<file path="src/rtl/dmem_store_buffer.sv">
// Speculative store buffer: circular queue of SPEC/COMMIT stores drained in order to the cache.
// Define STORE_BUFFER_BYPASS_EN to build store-to-load forwarding; otherwise bypass_o/data_rd_o are tied 0.
module dmem_store_buffer #(
    parameter int STORE_BUFFER_SIZE = 4,
    localparam int IDX_W = $clog2(STORE_BUFFER_SIZE)
) (
    input  logic                         clk_i,
    input  logic                         rst_i,
    input  logic                         req_valid_i,
    output logic                         req_ready_o,
    input  logic [31:0]                  addr_i,
    input  logic [31:0]                  data_i,
    output logic [IDX_W-1:0]             store_buffer_idx_o,
    input  logic                         load_i,
    output logic                         bypass_o,
    output logic [31:0]                  data_rd_o,
    output logic                         rsp_valid_o,
    input  logic                         rsp_ready_i,
    output logic [31:0]                  addr_o,
    output logic [31:0]                  data_wr_o,
    input  logic                         store_buffer_commit_i,
    input  logic [IDX_W-1:0]             store_buffer_idx_commit_i,
    input  logic [STORE_BUFFER_SIZE-1:0] store_buffer_discard_i
);

    typedef enum logic [1:0] {
        SLOT_FREE   = 2'd0,
        SLOT_SPEC   = 2'd1,
        SLOT_COMMIT = 2'd2
    } slot_state_e;

    slot_state_e      state_reg  [STORE_BUFFER_SIZE];
    slot_state_e      state_next [STORE_BUFFER_SIZE];
    logic [31:0]      addr_mem   [STORE_BUFFER_SIZE];
    logic [31:0]      data_mem   [STORE_BUFFER_SIZE];
    logic [IDX_W:0]   head_reg, head_next;
    logic [IDX_W:0]   tail_reg, tail_next;
    logic [IDX_W-1:0] head_idx, tail_idx;
    logic             empty, full, alloc, head_commit, pop, skip;

    assign head_idx = head_reg[IDX_W-1:0];
    assign tail_idx = tail_reg[IDX_W-1:0];
    assign empty    = (head_reg == tail_reg);
    assign full     = (head_idx == tail_idx) && (head_reg[IDX_W] != tail_reg[IDX_W]);

    assign req_ready_o        = !full;
    assign alloc              = req_valid_i && !full;
    assign store_buffer_idx_o = tail_idx;

    // Head is either a committed store waiting for the cache or a discarded hole to skip.
    assign head_commit = !empty && (state_reg[head_idx] == SLOT_COMMIT);
    assign skip        = !empty && (state_reg[head_idx] == SLOT_FREE);
    assign pop         = head_commit && rsp_ready_i;

    assign rsp_valid_o = head_commit;
    assign addr_o      = head_commit ? addr_mem[head_idx] : 32'h0;
    assign data_wr_o   = head_commit ? data_mem[head_idx] : 32'h0;

    assign head_next = (pop || skip) ? head_reg + {{IDX_W{1'b0}}, 1'b1} : head_reg;
    assign tail_next = alloc ? tail_reg + {{IDX_W{1'b0}}, 1'b1} : tail_reg;

    // Discard outranks commit; alloc only hits a FREE slot, so it never collides with either.
    always_comb begin
        for (int i = 0; i < STORE_BUFFER_SIZE; i++) begin
            state_next[i] = state_reg[i];
            if (alloc && (tail_idx == IDX_W'(i))) begin
                state_next[i] = SLOT_SPEC;
            end else if ((state_reg[i] == SLOT_SPEC) && store_buffer_discard_i[i]) begin
                state_next[i] = SLOT_FREE;
            end else if ((state_reg[i] == SLOT_SPEC) && store_buffer_commit_i &&
                         (store_buffer_idx_commit_i == IDX_W'(i))) begin
                state_next[i] = SLOT_COMMIT;
            end else if (pop && (head_idx == IDX_W'(i))) begin
                state_next[i] = SLOT_FREE;
            end
        end
    end

    always_ff @(posedge clk_i or posedge rst_i) begin
        if (rst_i) begin
            head_reg <= '0;
            tail_reg <= '0;
            for (int i = 0; i < STORE_BUFFER_SIZE; i++) begin
                state_reg[i] <= SLOT_FREE;
            end
        end else begin
            head_reg <= head_next;
            tail_reg <= tail_next;
            for (int i = 0; i < STORE_BUFFER_SIZE; i++) begin
                state_reg[i] <= state_next[i];
            end
        end
    end

    // Payload needs no reset: it is only observed through slots marked SPEC/COMMIT.
    always_ff @(posedge clk_i) begin
        if (alloc) begin
            addr_mem[tail_idx] <= addr_i;
            data_mem[tail_idx] <= data_i;
        end
    end

`ifdef STORE_BUFFER_BYPASS_EN
    logic [STORE_BUFFER_SIZE-1:0] hit;
    logic [IDX_W-1:0]             scan_idx;

    for (genvar gi = 0; gi < STORE_BUFFER_SIZE; gi++) begin : g_hit
        assign hit[gi] = load_i && (state_reg[gi] != SLOT_FREE) && (addr_mem[gi] == addr_i);
    end

    // Scan oldest to youngest so the last hit seen is the one closest to the tail.
    always_comb begin
        bypass_o  = 1'b0;
        data_rd_o = 32'h0;
        scan_idx  = head_idx;
        for (int k = 0; k < STORE_BUFFER_SIZE; k++) begin
            scan_idx = head_idx + IDX_W'(k);
            if (hit[scan_idx]) begin
                bypass_o  = 1'b1;
                data_rd_o = data_mem[scan_idx];
            end
        end
    end
`else
    logic unused_load;
    assign unused_load = load_i;
    assign bypass_o    = 1'b0;
    assign data_rd_o   = 32'h0;
`endif

endmodule

</file>
<file path="config.mk">
export PLATFORM = sky130hd
export DESIGN_NAME = dmem_store_buffer
export DESIGN_NICKNAME = d
export VERILOG_FILES = /design/src/rtl/dmem_store_buffer.sv
export SDC_FILE = /design/constraint.sdc
export NUM_CORES = 1
export LEC_CHECK = 0
export ABC_AREA = 1
export CORE_MARGIN = 4
export CORE_UTILIZATION = 60
export DETAILED_ROUTE_END_ITERATION = 6
export DONT_BUFFER_PORTS = 1
export GPL_ROUTABILITY_DRIVEN = 0
export PLACE_DENSITY = 0.76
export SYNTH_ARGS = -nofsm -noshare
export SYNTH_HDL_FRONTEND = slang
export SYNTH_SLANG_ARGS = --single-unit
export TNS_END_PERCENT = 100
</file>
<file path="constraint.sdc">
create_clock -name clk_i -period 4.75 [get_ports clk_i]
set_input_delay 0.7125 -clock clk_i [delete_from_list [all_inputs] [get_ports clk_i]]
set_output_delay 0.7125 -clock clk_i [all_outputs]
set_load 0.02 [all_outputs]
</file>
==> impl_metrics.yaml <==
sta:
  worst_pin_slew_ns: 0.8547
  grt_setup_unrepaired: "no"
  skew_ns: 0.01922
  setup_violations: 0
  finalMaxSlewViolations: 0
  slew_headroom_pct: 43.02
  fin_tns_setup_ns: 0
  fmax_ghz: 0.2431
  period_minus_slack_ns: 4.114
  hold_viol: 0
  fin_crit_sh_pct: 86.61
power_and_ir_drop:
  p_leak_uw: 0.004182
  swShare_pct: 39.15
  combPwrFrac_pct: 34.1
  p_seq_share_pct: 41.9
  p_sw_uw: 3227
  power_uw: 8243
  ir_drop_uv: 370.0
  power_density_nw_per_um2: 676.2
  internal-power_uw: 5016
  clockPowerShare_pct: 24.0
global_routing:
  antenna_found_initial: 0
  grt_max_degree: 81
  grt_pass1_wl_um: 33800
  first_global_vias: 6460
  grtUsageTotal_pct: 20.09
  overflow: 0
status:
  status: "completed"
routing:
  drtAntennaViolNets: 0
  vias_per_cell: 5.568
  drc_errors: 0
  routedWlPerCell_um: 18.31
  vias: 6498
  dr.pass1.iters: 5
  wl_um: 21370
  drt_iter0_markers: 293
yosys:
  yosysSeqAreaShare_pct: 70.81
  syn-instance-count: 928
  ys_types: 29
  synth-seq-cells: 270
  syn_avg_cell_area_sq_um: 12.23
  syn_area_sq_um: 11350
  yosysWarnings: 0
setup_path:
  cp_data_required_time_ns: 4.04
  cp-start-kind: "flip-flop"
  end_kind: "output pin"
  path_max_fanout: 80
  cp.arrival_ns: 3.40
  worst-setup-path-type: "flip-flop to output pin"
die:
  start_util_pct: 60.89
  die_area_sq_um: 21180
  die_x_um: 145.5
  top_level_ports: 177
  coreArea_sq_um: 18640
  die_y_um: 145.5
  rows: 50
finish:
  layout-drive-gt1-share_pct: 12.54
  final_util_pct: 65.39
  stdcell_area_sq_um: 12190
  antenna-diode-count: 0
  fin_nets: 999
  areaGrowthSynthToFinish_pct: 7.396
clock_network:
  clockRootBuffer: "clkbuf_16"
  clock_latency_ns: 0.53
  cts.clk_slew.worst_paths_ns: 0.06
  cts_resized: 0
  cts_hold_buffers: 0
  cts_sinks: 270
  post_cts_buffers: 0
  clockBufferDepth: 3
  htreeDepth: 1
  cts_tree: "yes"
  cts_buffers: 26
flow_run:
  drv_cap: 0
place:
  port-buffer-count: 0
  dpl_cell_area_sq_um: 11360
  dp_hpwl_um: 12110
min_path:
  min_path_type: "input pin to asynchronous set/reset pin"
[Yosys cell counts]
cell type / number / area share [%]
buf_1: 9 / 0.30
a21oi_1: 16 / 0.71
nand2_2: 1 / 0.055
dfrtp_1: 14 / 3.1
buf_4: 35 / 2.3
o21ai_1: 4 / 0.18
buf_6: 8 / 0.79
edfxtp_1: 256 / 68
inv_4: 1 / 0.055
conb_1: 1 / 0.033
a21oi_2: 49 / 3.8
nand3_1: 24 / 1.1
buf_2: 17 / 0.75
nand3_4: 2 / 0.31
or2_2: 1 / 0.055
xnor2_1: 1 / 0.077
inv_2: 2 / 0.066
nand4_1: 4 / 0.22
nor3_1: 4 / 0.18
nor2_4: 1 / 0.099
nand2_1: 41 / 1.4
clkbuf_1: 16 / 0.53
nand2_4: 1 / 0.099
o21ai_0: 125 / 5.5
xor2_1: 3 / 0.23
nor2_1: 263 / 8.7
nand3_2: 3 / 0.26
ha_1: 8 / 0.88
inv_1: 18 / 0.60
[area by class of cell]
class / count / area (sq um)
Sequential cell: 270 / 8043
Fill cell: 1314 / 6452
Clock inverter: 17 / 168.9
Multi-Input combinational cell: 584 / 2828
Tap cell: 234 / 292.8
Inverter: 21 / 81.33
Timing Repair Buffer: 12 / 115.1
Clock buffer: 29 / 661.9
[kinds of logic (layout without fill, tap and decap cells)]
logic type      after synthesis  after routing  share of synthesized area, %
fa+ha+maj                     8              8                        0.8819
simple gates                345            345                         12.39
compound gates              194            194                         10.17
flops                       270            270                         70.81
xor+xnor                      4              4                        0.3087
buf+inv                     106             79                         5.401
other cells                   1             33                       0.03304
[per-layer routing]
layer  share of wire [%]  routed length, um  up-vias  global-route usage (%)
li1                    -                  -     3144                       -
met4                 2.6                565        0                   6.315
met5                   0                  0        -                       0
met2                  50              10700      232                   34.87
met3                 8.4               1790       49                   5.979
met1                  39               8311     3073                   24.42
[placed cells by master (no fill, tap or decap), types with 2 or more instances in the layout]
cell type,n
conb_1,33
clkbuf_1,3
bufinv_16,3
o21ai_0,125
inv_2,6
nand3_4,2
a21oi_1,16
buf_12,2
nand2_4,2
buf_4,10
inv_1,14
clkbuf_16,26
nand3_2,3
clkinvlp_4,2
nand4_1,4
clkinv_1,6
nand3_1,24
nand2_1,40
o21ai_1,4
edfxtp_1,256
nor2_1,263
ha_1,8
xor2_1,3
a21oi_2,49
nor3_1,4
dfrtp_1,12
clkinv_2,5
[worst paths after layout]
path                                        end  slack (ns)  cells after the start    startpoint
worst max-delay path                 addr_o[10]        0.64                      5   head_reg[0]
worst min-delay path                head_reg[0]        0.12                      1         rst_i
worst max register to register   addr_mem[2][0]        1.91                      7   head_reg[1]
worst min register to register     state_reg[0]        0.52                      2  state_reg[0]
max in group asynchronous           head_reg[1]        4.22                      1         rst_i
min in group clk_i              data_mem[3][31]        0.28                      0    data_i[31]
[power groups by stage]
stage | clock network, uW | logic [uW] | registers, uW
final | 1980 | 2810 | 3450
after global routing | 2130 | 3140 | 3510
after CTS | 2020 | 2860 | 3450
after detailed placement | 0 | 2840 | 3500
after global placement | 0 | 2780 | 3490
after floorplan | 0 | 2460 | 3350
[worst max-delay path, cell delays in order, from the launching register on]
cell,delay [ns]
dfrtp_4,0.74
inv_4,0.19
buf_4,0.44
buf_4,0.65
o21ai_0,0.21
a21oi_1,0.54
[through the flow]
stage	cells	setup slack [ns]	hold WS (ns)
after floorplan	960	2.008	0.4714
after global placement	1121	1.275	0.4894
after detailed placement	1121	1.206	0.4999
after CTS	1167	0.6311	0.1190
after global routing	1167	0.3908	0.1462
final	1167	0.6362	0.1189
Power figures use the tool's default switching activity.
